===== config.mk =====
export PLATFORM = sky130hd
export DESIGN_NAME = div_clk_monitor_flat
export DESIGN_NICKNAME = d
export VERILOG_FILES = /design/src/rtl/div_pkg.sv /design/src/rtl/div_clk_monitor_if.sv /design/src/rtl/div_edge_sync.sv /design/src/rtl/div_clk_monitor.sv /design/src/flat_wrapper.sv
export SDC_FILE = /design/constraint.sdc
export NUM_CORES = 1
export LEC_CHECK = 0
export CAP_MARGIN = 20
export CORE_MARGIN = 2
export CORE_UTILIZATION = 45
export CTS_BUF_LIST = sky130_fd_sc_hd__clkbuf_2 sky130_fd_sc_hd__clkbuf_4 sky130_fd_sc_hd__clkbuf_8
export CTS_CLUSTER_DIAMETER = 200
export CTS_CLUSTER_SIZE = 10
export DETAILED_ROUTE_END_ITERATION = 8
export PLACE_DENSITY = 0.69
export SLEW_MARGIN = 20
export SYNTH_ARGS = -nofsm -noshare
export SYNTH_HDL_FRONTEND = slang
export SYNTH_HIERARCHICAL = 1
export SYNTH_SLANG_ARGS = --single-unit

===== constraint.sdc =====
create_clock -name clk -period 2.4 [get_ports clk]
set_input_delay 0.48 -clock clk [delete_from_list [all_inputs] [get_ports clk]]
set_output_delay 0.48 -clock clk [all_outputs]
set_load 0.005 [all_outputs]

===== src/rtl/div_pkg.sv =====
// rtl/div_pkg.sv - shared constants and FSM encoding for divided-clock checkers
package div_pkg;

    typedef enum logic [1:0] {
        ST_IDLE = 2'd0,
        ST_ACQ  = 2'd1,
        ST_LOCK = 2'd2
    } div_state_e;

    localparam int DEF_CNT_W       = 8;
    localparam int DEF_LOCK_CNT    = 4;
    localparam int DEF_SYNC_STAGES = 2;
    localparam int DEF_ERR_W       = 8;
    localparam int MIN_RATIO       = 2;

endpackage


===== src/rtl/div_clk_monitor_if.sv =====
// rtl/div_clk_monitor_if.sv - stimulus and measurement bundle of the divided-clock monitor
interface div_clk_monitor_if
    import div_pkg::*;
#(
    parameter int CNT_W = DEF_CNT_W,
    parameter int ERR_W = DEF_ERR_W
);
    logic             div_clk_i;
    logic [CNT_W-1:0] exp_period_i;
    logic [CNT_W-1:0] period_o;
    logic [CNT_W-1:0] high_o;
    logic             meas_valid_o;
    logic             locked_o;
    logic             err_o;
    logic [ERR_W-1:0] err_cnt_o;

    modport master (
        output div_clk_i, exp_period_i,
        input  period_o, high_o, meas_valid_o, locked_o, err_o, err_cnt_o
    );

    modport slave (
        input  div_clk_i, exp_period_i,
        output period_o, high_o, meas_valid_o, locked_o, err_o, err_cnt_o
    );
endinterface


===== src/rtl/div_edge_sync.sv =====
// rtl/div_edge_sync.sv - optional synchronizer plus rise/fall detection of a sampled clock
module div_edge_sync #(
    parameter int SYNC_STAGES = 2
) (
    input  logic clk,
    input  logic rst,
    input  logic i_d,
    output logic o_s,
    output logic o_rise,
    output logic o_fall
);
    logic w_s;
    logic r_s_d;

    generate
        if (SYNC_STAGES == 0) begin : g_nosync
            assign w_s = i_d;
        end else begin : g_sync
            logic [SYNC_STAGES-1:0] r_sync;

            always_ff @(posedge clk) begin
                if (rst) begin
                    r_sync <= '0;
                end else begin
                    r_sync[0] <= i_d;
                    for (int i = 1; i < SYNC_STAGES; i++) begin
                        r_sync[i] <= r_sync[i-1];
                    end
                end
            end

            assign w_s = r_sync[SYNC_STAGES-1];
        end
    endgenerate

    always_ff @(posedge clk) begin
        if (rst) begin
            r_s_d <= 1'b0;
        end else begin
            r_s_d <= w_s;
        end
    end

    assign o_s    = w_s;
    assign o_rise = w_s & ~r_s_d;
    assign o_fall = ~w_s & r_s_d;
endmodule


===== src/rtl/div_clk_monitor.sv =====
// rtl/div_clk_monitor.sv - measures period/high time of a divided clock and tracks lock
module div_clk_monitor
    import div_pkg::*;
#(
    parameter int CNT_W       = DEF_CNT_W,
    parameter int SYNC_STAGES = DEF_SYNC_STAGES,
    parameter int LOCK_CNT    = DEF_LOCK_CNT,
    parameter int ERR_W       = DEF_ERR_W
) (
    input  logic clk,
    input  logic rst,
    div_clk_monitor_if.slave mon
);
    localparam int               GW      = $clog2(LOCK_CNT + 1);
    localparam logic [CNT_W-1:0] CNT_MAX = {CNT_W{1'b1}};
    localparam logic [ERR_W-1:0] ERR_MAX = {ERR_W{1'b1}};
    localparam logic [CNT_W-1:0] MIN_EXP = CNT_W'(MIN_RATIO);
    localparam logic [GW-1:0]    LAST_GOOD = GW'(LOCK_CNT - 1);

    logic w_s, w_rise, w_fall;

    logic [CNT_W-1:0] r_per_cnt, r_hi_cnt, r_hi_len;
    div_state_e       r_state, w_state_nxt;
    logic [GW-1:0]    r_good_cnt, w_good_cnt_nxt;

    logic [CNT_W-1:0] r_period, r_high;
    logic             r_meas, r_err, r_locked;
    logic [ERR_W-1:0] r_err_cnt;

    logic             w_exp_ok, w_good, w_timeout, w_active;
    logic             w_meas, w_err;
    logic [CNT_W-1:0] w_half_lo, w_half_hi;
    logic [CNT_W:0]   w_exp_p1, w_twice;

    div_edge_sync #(
        .SYNC_STAGES(SYNC_STAGES)
    ) u_sync (
        .clk   (clk),
        .rst   (rst),
        .i_d   (mon.div_clk_i),
        .o_s   (w_s),
        .o_rise(w_rise),
        .o_fall(w_fall)
    );

    always_ff @(posedge clk) begin
        if (rst) begin
            r_per_cnt <= '0;
            r_hi_cnt  <= '0;
            r_hi_len  <= '0;
        end else begin
            if (w_rise) begin
                r_per_cnt <= CNT_W'(1);
            end else if (r_per_cnt != CNT_MAX) begin
                r_per_cnt <= r_per_cnt + CNT_W'(1);
            end

            if (w_rise) begin
                r_hi_cnt <= CNT_W'(1);
            end else if (w_s && r_hi_cnt != CNT_MAX) begin
                r_hi_cnt <= r_hi_cnt + CNT_W'(1);
            end

            if (w_fall) begin
                r_hi_len <= r_hi_cnt;
            end
        end
    end

    // Odd ratios accept either floor or ceil of N/2 as the high length.
    assign w_exp_p1  = {1'b0, mon.exp_period_i} + (CNT_W+1)'(1);
    assign w_half_lo = mon.exp_period_i >> 1;
    assign w_half_hi = w_exp_p1[CNT_W:1];
    assign w_twice   = {mon.exp_period_i, 1'b0};

    assign w_exp_ok  = (mon.exp_period_i >= MIN_EXP);
    assign w_good    = (r_per_cnt == mon.exp_period_i) &&
                       ((r_hi_len == w_half_lo) || (r_hi_len == w_half_hi));
    assign w_timeout = ({1'b0, r_per_cnt} == w_twice) && !w_rise;
    assign w_active  = (r_state == ST_ACQ) || (r_state == ST_LOCK);

    always_ff @(posedge clk) begin
        if (rst) begin
            r_state <= ST_IDLE;
        end else begin
            r_state <= w_state_nxt;
        end
    end

    always_comb begin
        w_state_nxt = r_state;
        case (r_state)
            ST_IDLE: begin
                if (w_exp_ok && w_rise) w_state_nxt = ST_ACQ;
            end
            ST_ACQ: begin
                if (w_rise) begin
                    if (w_good && r_good_cnt == LAST_GOOD) w_state_nxt = ST_LOCK;
                end else if (w_timeout) begin
                    w_state_nxt = ST_IDLE;
                end
            end
            ST_LOCK: begin
                if (w_rise) begin
                    if (!w_good) w_state_nxt = ST_ACQ;
                end else if (w_timeout) begin
                    w_state_nxt = ST_IDLE;
                end
            end
            default: w_state_nxt = ST_IDLE;
        endcase
    end

    always_comb begin
        w_meas         = w_rise && w_active;
        w_err          = (w_meas && !w_good) || (w_timeout && w_active);
        w_good_cnt_nxt = r_good_cnt;
        if (w_meas) begin
            if (!w_good) begin
                w_good_cnt_nxt = '0;
            end else if (r_state == ST_ACQ) begin
                w_good_cnt_nxt = r_good_cnt + GW'(1);
            end
        end else if (w_timeout && w_active) begin
            w_good_cnt_nxt = '0;
        end
    end

    always_ff @(posedge clk) begin
        if (rst) begin
            r_good_cnt <= '0;
            r_period   <= '0;
            r_high     <= '0;
            r_meas     <= 1'b0;
            r_err      <= 1'b0;
            r_locked   <= 1'b0;
            r_err_cnt  <= '0;
        end else begin
            r_good_cnt <= w_good_cnt_nxt;
            r_meas     <= w_meas;
            r_err      <= w_err;
            r_locked   <= (w_state_nxt == ST_LOCK);
            if (w_meas) begin
                r_period <= r_per_cnt;
                r_high   <= r_hi_len;
            end
            if (w_err && r_err_cnt != ERR_MAX) begin
                r_err_cnt <= r_err_cnt + ERR_W'(1);
            end
        end
    end

    assign mon.period_o     = r_period;
    assign mon.high_o       = r_high;
    assign mon.meas_valid_o = r_meas;
    assign mon.locked_o     = r_locked;
    assign mon.err_o        = r_err;
    assign mon.err_cnt_o    = r_err_cnt;
endmodule


===== src/flat_wrapper.sv =====
// flat-port wrapper written by rule: the top's interface ports become plain ports
module div_clk_monitor_flat import div_pkg::*;
#(
    parameter int CNT_W       = DEF_CNT_W,
    parameter int SYNC_STAGES = DEF_SYNC_STAGES,
    parameter int LOCK_CNT    = DEF_LOCK_CNT,
    parameter int ERR_W       = DEF_ERR_W
)
  (clk, rst, mon_div_clk_i, mon_exp_period_i, mon_period_o, mon_high_o, mon_meas_valid_o, mon_locked_o, mon_err_o, mon_err_cnt_o);
  div_clk_monitor_if #(.CNT_W(CNT_W), .ERR_W(ERR_W)) mon_i ();
  input  logic clk;
  input  logic rst;
  input wire logic [$bits(mon_i.div_clk_i)-1:0] mon_div_clk_i;
  input wire logic [$bits(mon_i.exp_period_i)-1:0] mon_exp_period_i;
  output wire logic [$bits(mon_i.period_o)-1:0] mon_period_o;
  output wire logic [$bits(mon_i.high_o)-1:0] mon_high_o;
  output wire logic [$bits(mon_i.meas_valid_o)-1:0] mon_meas_valid_o;
  output wire logic [$bits(mon_i.locked_o)-1:0] mon_locked_o;
  output wire logic [$bits(mon_i.err_o)-1:0] mon_err_o;
  output wire logic [$bits(mon_i.err_cnt_o)-1:0] mon_err_cnt_o;
  assign mon_i.div_clk_i = mon_div_clk_i;
  assign mon_i.exp_period_i = mon_exp_period_i;
  assign mon_period_o = mon_i.period_o;
  assign mon_high_o = mon_i.high_o;
  assign mon_meas_valid_o = mon_i.meas_valid_o;
  assign mon_locked_o = mon_i.locked_o;
  assign mon_err_o = mon_i.err_o;
  assign mon_err_cnt_o = mon_i.err_cnt_o;
  div_clk_monitor #(.CNT_W(CNT_W), .SYNC_STAGES(SYNC_STAGES), .LOCK_CNT(LOCK_CNT), .ERR_W(ERR_W)) u_core (.clk(clk), .rst(rst), .mon(mon_i));
endmodule

Word level (Yosys, flattened, before mapping)
Cells that the tools add are included.

storage, ports and cells
  register bits after elaboration = 59
  bits of input ports = 11
  output and inout port bits = 27
  word-level logic and storage cells = 72

operators by class
  add/sub/neg operators = 5
  order comparisons = 1
  eq/ne operators = 12
  multiplexer cells = 15
  bitwise gates (word level) = 4
  reduce and logical (&&, ||, !) cells = 20

operator list
  kind                                                                    count
  8-bit by 1-bit adder with 8-bit output (second input constant)          3
  8-bit != test (second input constant)                                   3
  8-bit == test                                                           2
  2-bit two-way mux                                                       6
  3-bit two-way mux                                                       4
  8-bit by 1-bit adder with 9-bit output (second input constant)          1
  8-bit by 9-bit == test with 1-bit output                                1
  1-bit logical AND                                                       9
  8-bit by 7-bit == test with 1-bit output                                1
  8-bit by 2-bit >= comparator with 1-bit output (second input constant)  1
  2-bit case mux with 3 select lines                                      1
  2-bit nonzero test                                                      3
  2-bit == test (second input constant)                                   2
  1-bit two-way mux                                                       4
  3-bit by 1-bit adder with 3-bit output (second input constant)          1
  3-bit by 2-bit == test with 1-bit output (second input constant)        1
  1-bit logical OR                                                        3
  3-bit != test (second input constant)                                   1
  1-bit AND                                                               2
  2-bit by 1-bit == test with 1-bit output (second input constant)        1
  1-bit logical NOT                                                       2
  2-bit logical NOT                                                       1
  1-bit inverter                                                          2
  2-bit AND reduction                                                     1
  2-bit OR reduction                                                      1

Logic depth before layout (Yosys ltp)
Gate-level depths: netlist of the first run.

  depth in word-level cells = 9
  gate-level depth with buffers = 9
  gate-level depth less buffers = 9

Hierarchy
Netlist of the first run, hierarchy kept.

modules (own cells, without submodules)
  module           instances  cells each  area each (um^2)  sequential area each (um^2)
  div_clk_monitor  1          375         3138.0            1121.1
  div_edge_sync    1          8           91.3              60.1

Worst setup path before layout of the first run
No wires, ideal clock.

  path type = input to register
  start = input mon_exp_period_i[4]
  end = register u_core.r_err_cnt[4] (netlist: u_core/mon.err_cnt_o[4])
  setup time = 0.123 ns
  arrival = 2.163 ns
  required time = 2.277 ns
  slack = 0.114 ns
  stages = 8
  buffers on the path = 1
  cells stage by stage = buf_2 > xnor2_1 > mux2i_1 > a22o_2 > o2111ai_2 > o311ai_4 > nor3_1 > mux2_1

on the way
  word-level cells in the longest chain between the ends = 8
  elaborated cells between the ends (all ways) = 13
  classes of those cells = add/sub (1); eq/ne (4); reduce/logical (8)

RTL lines
  what                                    line                    source
  start, declared                         flat_wrapper.sv:14      input wire logic [$bits(mon_i.exp_period_i)-1:0] mon_exp_period_i;
  8-bit by 1-bit adder with 9-bit output  div_clk_monitor.sv:71   assign w_exp_p1 = {1'b0, mon.exp_period_i} + (CNT_W+1)'(1);
  8-bit == test                           div_clk_monitor.sv:78   ((r_hi_len == w_half_lo) || (r_hi_len == w_half_hi));
  1-bit logical OR                        div_clk_monitor.sv:78
  1-bit logical AND                       div_clk_monitor.sv:77   assign w_good = (r_per_cnt == mon.exp_period_i) &&
  1-bit logical NOT                       n/a
  1-bit logical AND                       div_clk_monitor.sv:116  w_err = (w_meas && !w_good) || (w_timeout && w_active);
  1-bit logical OR (*)                    div_clk_monitor.sv:116
  1-bit logical AND (*)                   div_clk_monitor.sv:147  if (w_err && r_err_cnt != ERR_MAX) begin
  end signal, assigned                    div_clk_monitor.sv:148  r_err_cnt <= r_err_cnt + ERR_W'(1);
  end, declared                           div_clk_monitor.sv:28   logic [ERR_W-1:0] r_err_cnt;

Mark *: on every way between the ends. The rest lies on a longest branch, timed or not.
A chain may end at the register's enable or synchronous reset.

Worst setup path in the final report of the first run
  start = input mon_exp_period_i[0]
  end = register u_core.r_err_cnt[4] (netlist: u_core/mon.err_cnt_o[4])

Same word-level chain as after synthesis.

==> summary.txt, run 1 <==
power share of the combinational group: 10.0%
biggest cell delay along the critical path: 0.41 ns
Post-Syn Nets: 405
Row Count: 30
placed inst area: 0.00381 mm^2
DR WL/cell: 14.2 um
DRC viols: 0
status: completed
1st-iter DRT viols: 160
Clock Path Buffers: 2
critical-path cell list: dlygate4sd2_1 > ha_2 > and4_2 > a221o_1 > nand2_1 > nor2_2 > o311ai_4 > nor3_2 > mux2_1
# fillers: 617
Leak Pwr: 1.51 nW
Vias/cell: 5.32
crit-path leading delay family: compound AO/OA/AOI/OAI gates
vias in the first global route: 2729
clock share of power: 39.2%
Clock Latency Late Sink: 0.33 ns
Worst Hold Class: register to register
Avg Cell Area, Syn: 8.43 um^2
fmax: 429 MHz
Pint: 1.49 mW
Min-Delay Path Depth: 1
Hold Buf Count CTS: 0
top-area cell type share of the netlist area: 36.6%
Die X-Extent: 88.7 um
hold worst-path end: u_core/u_sync/g_sync.r_sync[1]
Worst-path clk slew: 0.06 ns
Vias: 2854
sequential share of power: 50.7%
die area: 0.00787 mm^2
layout cells sized above 1: 17.0%
leading area contributor after synthesis: dfxtp_1
Mapped Cells: 383
Crit path arrival time: 2.54 ns
Die Y: 88.7 um
routability cong.: 0.822
Final nets: 458
Post-synth EDFFs: 0
CP max stage cell: o311ai_4
Yosys cell types: 65
PortBufs: 37
CTS tree: yes
worst r2r src: u_core/r_hi_len[2]
grt total ovfl: 0
count leader, synth: dfxtp_1
final hold vios: 0
Switching Share: 24.3%
Worst Setup End Kind: register
Crit Path Max Fanout: 5
maximum VDD drop: 402 uV
mapped cell area: 0.00323 mm^2
Num CTS Buffers: 9
Worst Max-Slew Pin Slew: 0.650 ns
# Max-Cap Violations: 0
initial core utilization: 47.0%
DRT antenna net count: 0
R2R Path End: u_core/mon.err_cnt_o[1]
Yosys Warn Count: 6
switching power: 0.481 mW
predominant post-synthesis flop cell: dfxtp_1
Core ar.: 0.00687 mm^2
first-pass GRT wire length: 12700 um
largest net degree at the start of global routing: 42
TritonCTS Sinks: 59
post-route setup TNS: 0 ns
worst r2r path cells: 8
Post-synth ARST share: 0%
fin util: 58.6%
WP data required: 2.61 ns
Slew headroom: 56.7%
power per cell area: 490 mW/mm^2
CTS root buf: clkbuf_8
Ports: 38
worst path bufs/invs: 1
clk_skew: 0.0120 ns
min-delay src: u_core/u_sync/g_sync.r_sync[0]
top cells by count, synth: dfxtp_1, nand2_1, a21oi_1, nor2_1, xor2_1
area grow syn2layout: 24.7%
period utilization: 97.1%
CP startpoint: mon_exp_period_i[0]
Post-Layout Inst Area: 0.00403 mm^2
Final Power: 1.97 mW
Final Max Tran Viols: 0
r2r setup slk: 0.15 ns
number of diodes: 0
min cycle time layout: 2.33 ns
Final Setup Violations: 0
final WL: 7630 um
Pre-antenna DRT Iters: 4
initial antenna violation count: 0
post-synthesis register bit count: 59
# H-tree levels: 3
DP HPWL: 5510 um
Setup crit start kind: input port
sequential element share of the synthesized area: 36.6%
Synth area leaders: dfxtp_1, nand2_1, xor2_1
CP Class: input port to register
gr usage total: 20.7%
-- cell families after synthesis --
family                     Yosys count  share of synthesized area (%)
muxes                               12                           3.76
xor gates and xnor gates            32                           8.91
buffers and inverters               40                           6.08
adders and majority gates           11                           4.26
DFF                                 59                           36.6
and+or+nand+nor                    159                           25.2
AOI/OAI and AO/OA                   70                           15.2
-- cell type report --
type                    count  area [um^2]  share of cell area [%]
multi-input cells         284         1880                    46.6
flip-flops and latches     59         1180                    29.3
repair buffers             69          631                    15.7
clock buffers              12          153                    3.79
well taps                  96          120                    2.98
inverters                  13         48.8                    1.21
clock inverters             3         15.0                   0.373
-- power groups by stage --
stage / clock network [mW] / logic [mW] / registers, mW
6_report: 0.774 / 0.198 / 1.00
5_1_grt: 0.843 / 0.217 / 1.00
4_1_cts: 0.801 / 0.195 / 1.00
3_5_place_dp: 0 / 0.192 / 1.02
3_3_place_gp: 0 / 0.190 / 1.02
2_1_floorplan: 0 / 0.131 / 1.02
-- sequential cells by signal, indices dropped and copies added (netlist names) --
| register | count |
|---|---|
| u_core/r_hi_len | 8 |
| u_core/mon.high_o | 8 |
| u_core/mon.err_cnt_o | 8 |
| u_core/r_per_cnt | 8 |
| u_core/r_hi_cnt | 8 |
| u_core/r_good_cnt | 3 |
| u_core/mon.locked_o | 1 |
| u_core/u_sync/r_s_d | 1 |
| u_core/u_sync/g_sync.r_sync | 2 |
| u_core/mon.period_o | 8 |
| u_core/mon.meas_valid_o | 1 |
| u_core/r_state | 2 |
| u_core/mon.err_o | 1 |
-- metal layers --
layer | up-vias | share of wire [%] | wire length, um | GRT usage (%)
met5 | - | 0 | 0 | 0
met4 | 0 | 0.73 | 56 | 7.71
met3 | 6 | 3.9 | 298 | 4.10
met2 | 61 | 47 | 3580 | 33.0
met1 | 1348 | 48 | 3700 | 27.7
li1 | 1439 | - | - | -
-- stage by stage --
step | std cells | hold WS, ns | worst slack (ns)
after global placement | 519 | 0.420 | -0.466
after floorplan | 383 | 0.414 | 0.114
final | 536 | 0.438 | 0.0699
after global routing | 536 | 0.464 | -0.00381
after detailed placement | 519 | 0.430 | -0.512
after CTS | 535 | 0.444 | 0.0101
-- worst max path at each step --
stage | endpoint | cells past startpoint | slack [ns]
after floorplan | u_core/mon.err_cnt_o[4] | 8 | 0.11
after global placement | u_core/mon.err_cnt_o[1] | 9 | -0.47
after detailed placement | u_core/mon.err_cnt_o[5] | 10 | -0.51
after CTS | u_core/mon.err_cnt_o[1] | 10 | 0.01
after global routing | u_core/mon.err_cnt_o[3] | 10 | -0.004
final | u_core/mon.err_cnt_o[4] | 9 | 0.07
-- repair_timing --
item / CTS / global route
buffers inserted: 1 / 0
endpoints found under the setup margin: 13 / 10
pin swaps: 6 / 8
gates resized for setup: 14 / 6
gates cloned: 0 / 1
-- layout by cell type (no fill, tap or decap), drive strengths merged, types with 3 or more instances in the layout --
cell type,instances
a21oi,30
a22o,4
a31oi,5
and3,3
buf,32
clkbuf,12
clkdlybuf4s50,29
clkinv,3
dfxtp,59
dlygate4sd2,6
ha,11
inv,13
mux2i,11
nand2,53
nand3,12
nand4,9
nor2,30
nor2b,8
nor3,7
nor3b,5
nor4,9
o21ai,10
or2,5
or3,9
xnor2,9
xor2,23
No activity file was read; power rests on OpenSTA's default activity.
==> inputs of run 2 (changes only) <==
ABC_CLOCK_PERIOD_IN_PS = 2400   (was unset)
==> results of run 2 <==
Final layout, timing and power as in run 1 (identical DEF).
==> RTL edit 1, RTL diff (flow settings as in run 2) <==
Make the reset (`rst`) asynchronous in 5 clocked blocks.
--- a/src/rtl/div_edge_sync.sv
+++ b/src/rtl/div_edge_sync.sv
@@ -18,7 +18,7 @@
         end else begin : g_sync
             logic [SYNC_STAGES-1:0] r_sync;
 
-            always_ff @(posedge clk) begin
+            always_ff @(posedge clk or posedge rst) begin
                 if (rst) begin
                     r_sync <= '0;
                 end else begin
@@ -33,7 +33,7 @@
         end
     endgenerate
 
-    always_ff @(posedge clk) begin
+    always_ff @(posedge clk or posedge rst) begin
         if (rst) begin
             r_s_d <= 1'b0;
         end else begin
--- a/src/rtl/div_clk_monitor.sv
+++ b/src/rtl/div_clk_monitor.sv
@@ -43,7 +43,7 @@
         .o_fall(w_fall)
     );
 
-    always_ff @(posedge clk) begin
+    always_ff @(posedge clk or posedge rst) begin
         if (rst) begin
             r_per_cnt <= '0;
             r_hi_cnt  <= '0;
@@ -79,7 +79,7 @@
     assign w_timeout = ({1'b0, r_per_cnt} == w_twice) && !w_rise;
     assign w_active  = (r_state == ST_ACQ) || (r_state == ST_LOCK);
 
-    always_ff @(posedge clk) begin
+    always_ff @(posedge clk or posedge rst) begin
         if (rst) begin
             r_state <= ST_IDLE;
         end else begin
@@ -126,7 +126,7 @@
         end
     end
 
-    always_ff @(posedge clk) begin
+    always_ff @(posedge clk or posedge rst) begin
         if (rst) begin
             r_good_cnt <= '0;
             r_period   <= '0;
Behaviour: differs if rst is asserted again (counterexample within 10 cycles, from zero or initial values and one cycle with rst high); with rst held inactive, the same outputs for 10 cycles.
==> RTL edit 1 against run 2 <==
  * Register-to-register slack got worse by 50 ps
  * Final area rose by 2.9%
  * Critical path depth increased by 1
  * Area after synthesis fell by 1.0%
  * Worst setup slack better by 34 ps
  * Wire length decreased by 7.5%
  * First-iteration DRC count fell by 62%
  * Sequential cell count is the same
Power is not compared: it rests on default switching activity, and its combinational part moved more than twofold at a synthesized area within 25%.
==> RTL edit 1: results (changes against run 2) <==
Run status
  • Status: completed

Clocking
  • Root buffer cell: clkbuf_8
  • Later-pin clock latency in the skew report: 330 ps (about the same)

Global routing
  • Largest net degree at the start of global routing: 57 (+36%)
  • First-pass GRT wire length: 11600 um (-8.4%)
  • Vias in the first global route: 2460 (-9.9%)
  • Total GRT Usage: 19.4% (-1.3 points)

Layout
  • Multi-input combinational cell area: 1660 sq um (-11%)
  • Clkbuf count: 10 (-2)
  • Clk tree area frac: 3.75% (-0.42 points)
  • Area growth syn-to-layout: 29.6%
  • Non-clk bufs: 75 (+8.7%)
  • Multi-In Gates: 214 (-25%)
  • Nets: 394 (-14%)
  • Share of layout cells above drive strength 1: 25.1% (+8.1 points)
  • Final Non-Filler Cells: 470 (-12%)
  • Fillcell total: 599 (-2.9%)
  • Non-Clock Buffer Area Fraction: 16.3% (+0.68 points)
  • Sequential share of cell area: 35.7% (+6.3 points)
  • Final core utilization: 60.6% (+2.0 points)

Drt
  • WL/cell: 15.0 um (+5.5%)
  • DR vias/cell: 5.25 (-1.5%)
  • Initial DRC Count: 61 (-62%)

STA
  • Setup Skew: 5.72 ps (-6.32 ps)
  • Worst slew pin tran: 344 ps (-306 ps)

Place
  • Final HPWL from detailed placement: 4980 um (-9.7%)
  • GP Congestion: 0.837 (+1.8%)
  • Placed cells: 452 (-13%)
  • Dpl cell area: 3900 sq um (+2.4%)
  • Pre-CTS setup slack: -486 ps (+25.9 ps)

Setup path
  • Largest delay share family, worst path: simple AND/OR/NAND/NOR gates
  • Slowest cell on crit path: dfrtp_1
  • Max incr delay on CP: 390 ps (-20 ps)
  • WP data arrival: 2550 ps (about the same)

Power and ir drop
  • Max rail drop VDD: 529 uV

Synth
  • Syn Nets: 325 (-20%)
  • Syn avg cell area: 10.5 sq um (+25%)
  • Post-synthesis sequential area ratio: 46.2% (+9.6 points)
  • Cell variety after synth: 45 (-31%)
  • Synth cell count leaders: dfrtp_1, xor2_1, mux2_2
  • Asr flop ratio synth: 100% (+100 points)
  • Synth area leaders: dfrtp_1, mux2_2, xor2_1
-- RTL edit 1: where the power goes --
group,internal (uW),switching (uW),total (uW)
Clock,381,362,743
Sequential,1180,207,1390
Combinational,541,381,923
-- RTL edit 1: routing by layer --
layer	wire length (um)	share of wire [%]	track usage, %
met1	3170	45	24.9
met2	3550	50	32.7
met3	236	3.3	3.64
met4	100	1.4	7.16
met5	0	0	0
-- RTL edit 1: kinds of logic (layout without fill, tap and decap cells) --
group,count (synthesis),after routing,share of synthesized area [%]
simple gates,99,99,17.2
flops,59,59,46.2
xor+xnor,40,40,11.0
compound gates,38,38,8.42
buf+inv,30,101,3.84
mux,26,26,9.04
fa+ha+maj,11,11,4.31
-- RTL edit 1: what timing repair did --
item | in CTS | in global routing
resized for setup | 17 | 8
pin swaps | 7 | 5
hold buffers | 0 | 0
setup endpoints to repair | 14 | 12
buffers inserted | 4 | 1
-- RTL edit 1: path summary, 6_finish.rpt --
check / startpoint / end / slack (ps) / depth (start not counted)
hold reg to reg: u_core/u_sync/g_sync.r_sync[0]$_DFF_PP0_ / u_core/u_sync/g_sync.r_sync[1]$_DFF_PP0_ / 350 / 0
setup reg to reg: u_core/r_per_cnt[3]$_DFFE_PP0P_ / u_core/r_good_cnt[1]$_DFFE_PP0P_ / 100 / 10
min in group asynchronous: rst / u_core/u_sync/g_sync.r_sync[1]$_DFF_PP0_ / 360 / 2
hold / removal: u_core/u_sync/g_sync.r_sync[0]$_DFF_PP0_ / u_core/u_sync/g_sync.r_sync[1]$_DFF_PP0_ / 350 / 0
setup / recovery: u_core/r_per_cnt[3]$_DFFE_PP0P_ / u_core/r_good_cnt[1]$_DFFE_PP0P_ / 100 / 10
max in group asynchronous: rst / u_core/r_per_cnt[4]$_DFFE_PP0P_ / 1590 / 3
==> RTL edit 2, RTL diff (flow settings as in run 2) <==
Without the edit above. Set the package constant `DEF_CNT_W` to 6 (it was 8).
--- a/src/rtl/div_pkg.sv
+++ b/src/rtl/div_pkg.sv
@@ -7,7 +7,7 @@
         ST_LOCK = 2'd2
     } div_state_e;
 
-    localparam int DEF_CNT_W       = 8;
+    localparam int DEF_CNT_W       = 6;
     localparam int DEF_LOCK_CNT    = 4;
     localparam int DEF_SYNC_STAGES = 2;
     localparam int DEF_ERR_W       = 8;
Interface: changed (resized mon_exp_period_i, mon_high_o and mon_period_o); port bits go from 38 to 32. The function was not compared with the original's and may differ.
==> RTL edit 2 against run 2 <==
  * Wire length down 25%
  * Final area down 21%
  * Sequential cell count down 10
  * Register-to-register slack better by 150 ps
  * Total power down 27%
  * Count of clock-buffer cells in the layout down 7
  * Combinational power down 18%
  * Area after synthesis down 21%
  * Worst setup slack better by 67 ps
  * Critical endpoint is now u_core/mon.err_cnt_o[6]$_SDFFE_PP0P_
  * Largest cell class unchanged
==> RTL edit 2: results (changes against run 2) <==
Run status
  • Status: completed

Global routing
  • Total GRT Usage: 19.5% (-1.2 points)
  • First-pass GRT wire length: 9700 um (-24%)
  • Vias in the first global route: 2125 (-22%)
  • Met1 global-route usage: 26.4% (-1.2 points)
  • M2 GR Usage: 29.3% (-3.7 points)

Synth
  • Syn Nets: 321 (-21%)
  • Post-synthesis sequential area ratio: 38.5% (+1.9 points)
  • Mux contribution to synthesized area: 3.14% (-0.62 points)
  • Cell variety after synth: 45 (-31%)

STA
  • Slew headroom: 52.4% (-4.2 points)
  • Setup Skew: 6.42 ps (-5.62 ps)

Layout
  • Storage cell area: 981 sq um (-17%)
  • Sequential share of cell area: 31.0% (+1.7 points)
  • Clk tree area frac: 2.33% (-1.8 points)

Setup path
  • Worst-path maximum fanout: 6 (+1)
  • R2r setup slk: 300 ps (+150 ps)
  • Worst flop-to-flop path startpoint: u_core/r_per_cnt[4]$_SDFFE_PP0P_
  • Slowest cell on crit path: o41ai_4
  • Largest delay share family, worst path: simple AND/OR/NAND/NOR gates
  • FF-to-FF End: u_core/mon.err_cnt_o[5]$_SDFFE_PP0P_
  • WP data arrival: 2490 ps (-50 ps)

Min path
  • Hold Crit Depth: 2 (+1)
  • Hold Path Sink: u_core/mon.period_o[3]$_SDFFE_PP0P_

Place
  • GP Congestion: 0.856 (+4.1%)
  • Placed cells: 407 (-22%)
  • Pre-CTS setup slack: -393 ps (+119 ps)
  • Final HPWL from detailed placement: 4070 um (-26%)

Clocking
  • Later-pin clock latency in the skew report: 300 ps (-30 ps)
## RTL edit 2: cell types whose count changed in the layout (fill, tap and decap cells not counted), moves of 4 or more
| cell | before | now |
|---|---|---|
| buf_4 | 26 | 20 |
| nand2_1 | 52 | 40 |
| dlygate4sd2_1 | 6 | 2 |
| dfxtp_1 | 59 | 49 |
| inv_1 | 13 | 6 |
| nor4_1 | 7 | 0 |
| xnor2_1 | 9 | 5 |
| clkdlybuf4s50_1 | 29 | 25 |
| clkbuf_8 | 10 | 5 |
| nand2b_1 | 1 | 5 |
## RTL edit 2: power by group through the flow
stage	combinational (uW)	sequential, uW	clock [uW]
3_3_place_gp	152	853	0
3_5_place_dp	154	853	0
6_report	162	834	448
5_1_grt	179	836	504
4_1_cts	157	834	463
2_1_floorplan	105	848	0
## RTL edit 2: layer usage
metal,part of all wire (%),up-vias
met5,0,-
met4,2.1,0
met3,3.3,13
met2,43,43
met1,51,1032
li1,-,1109
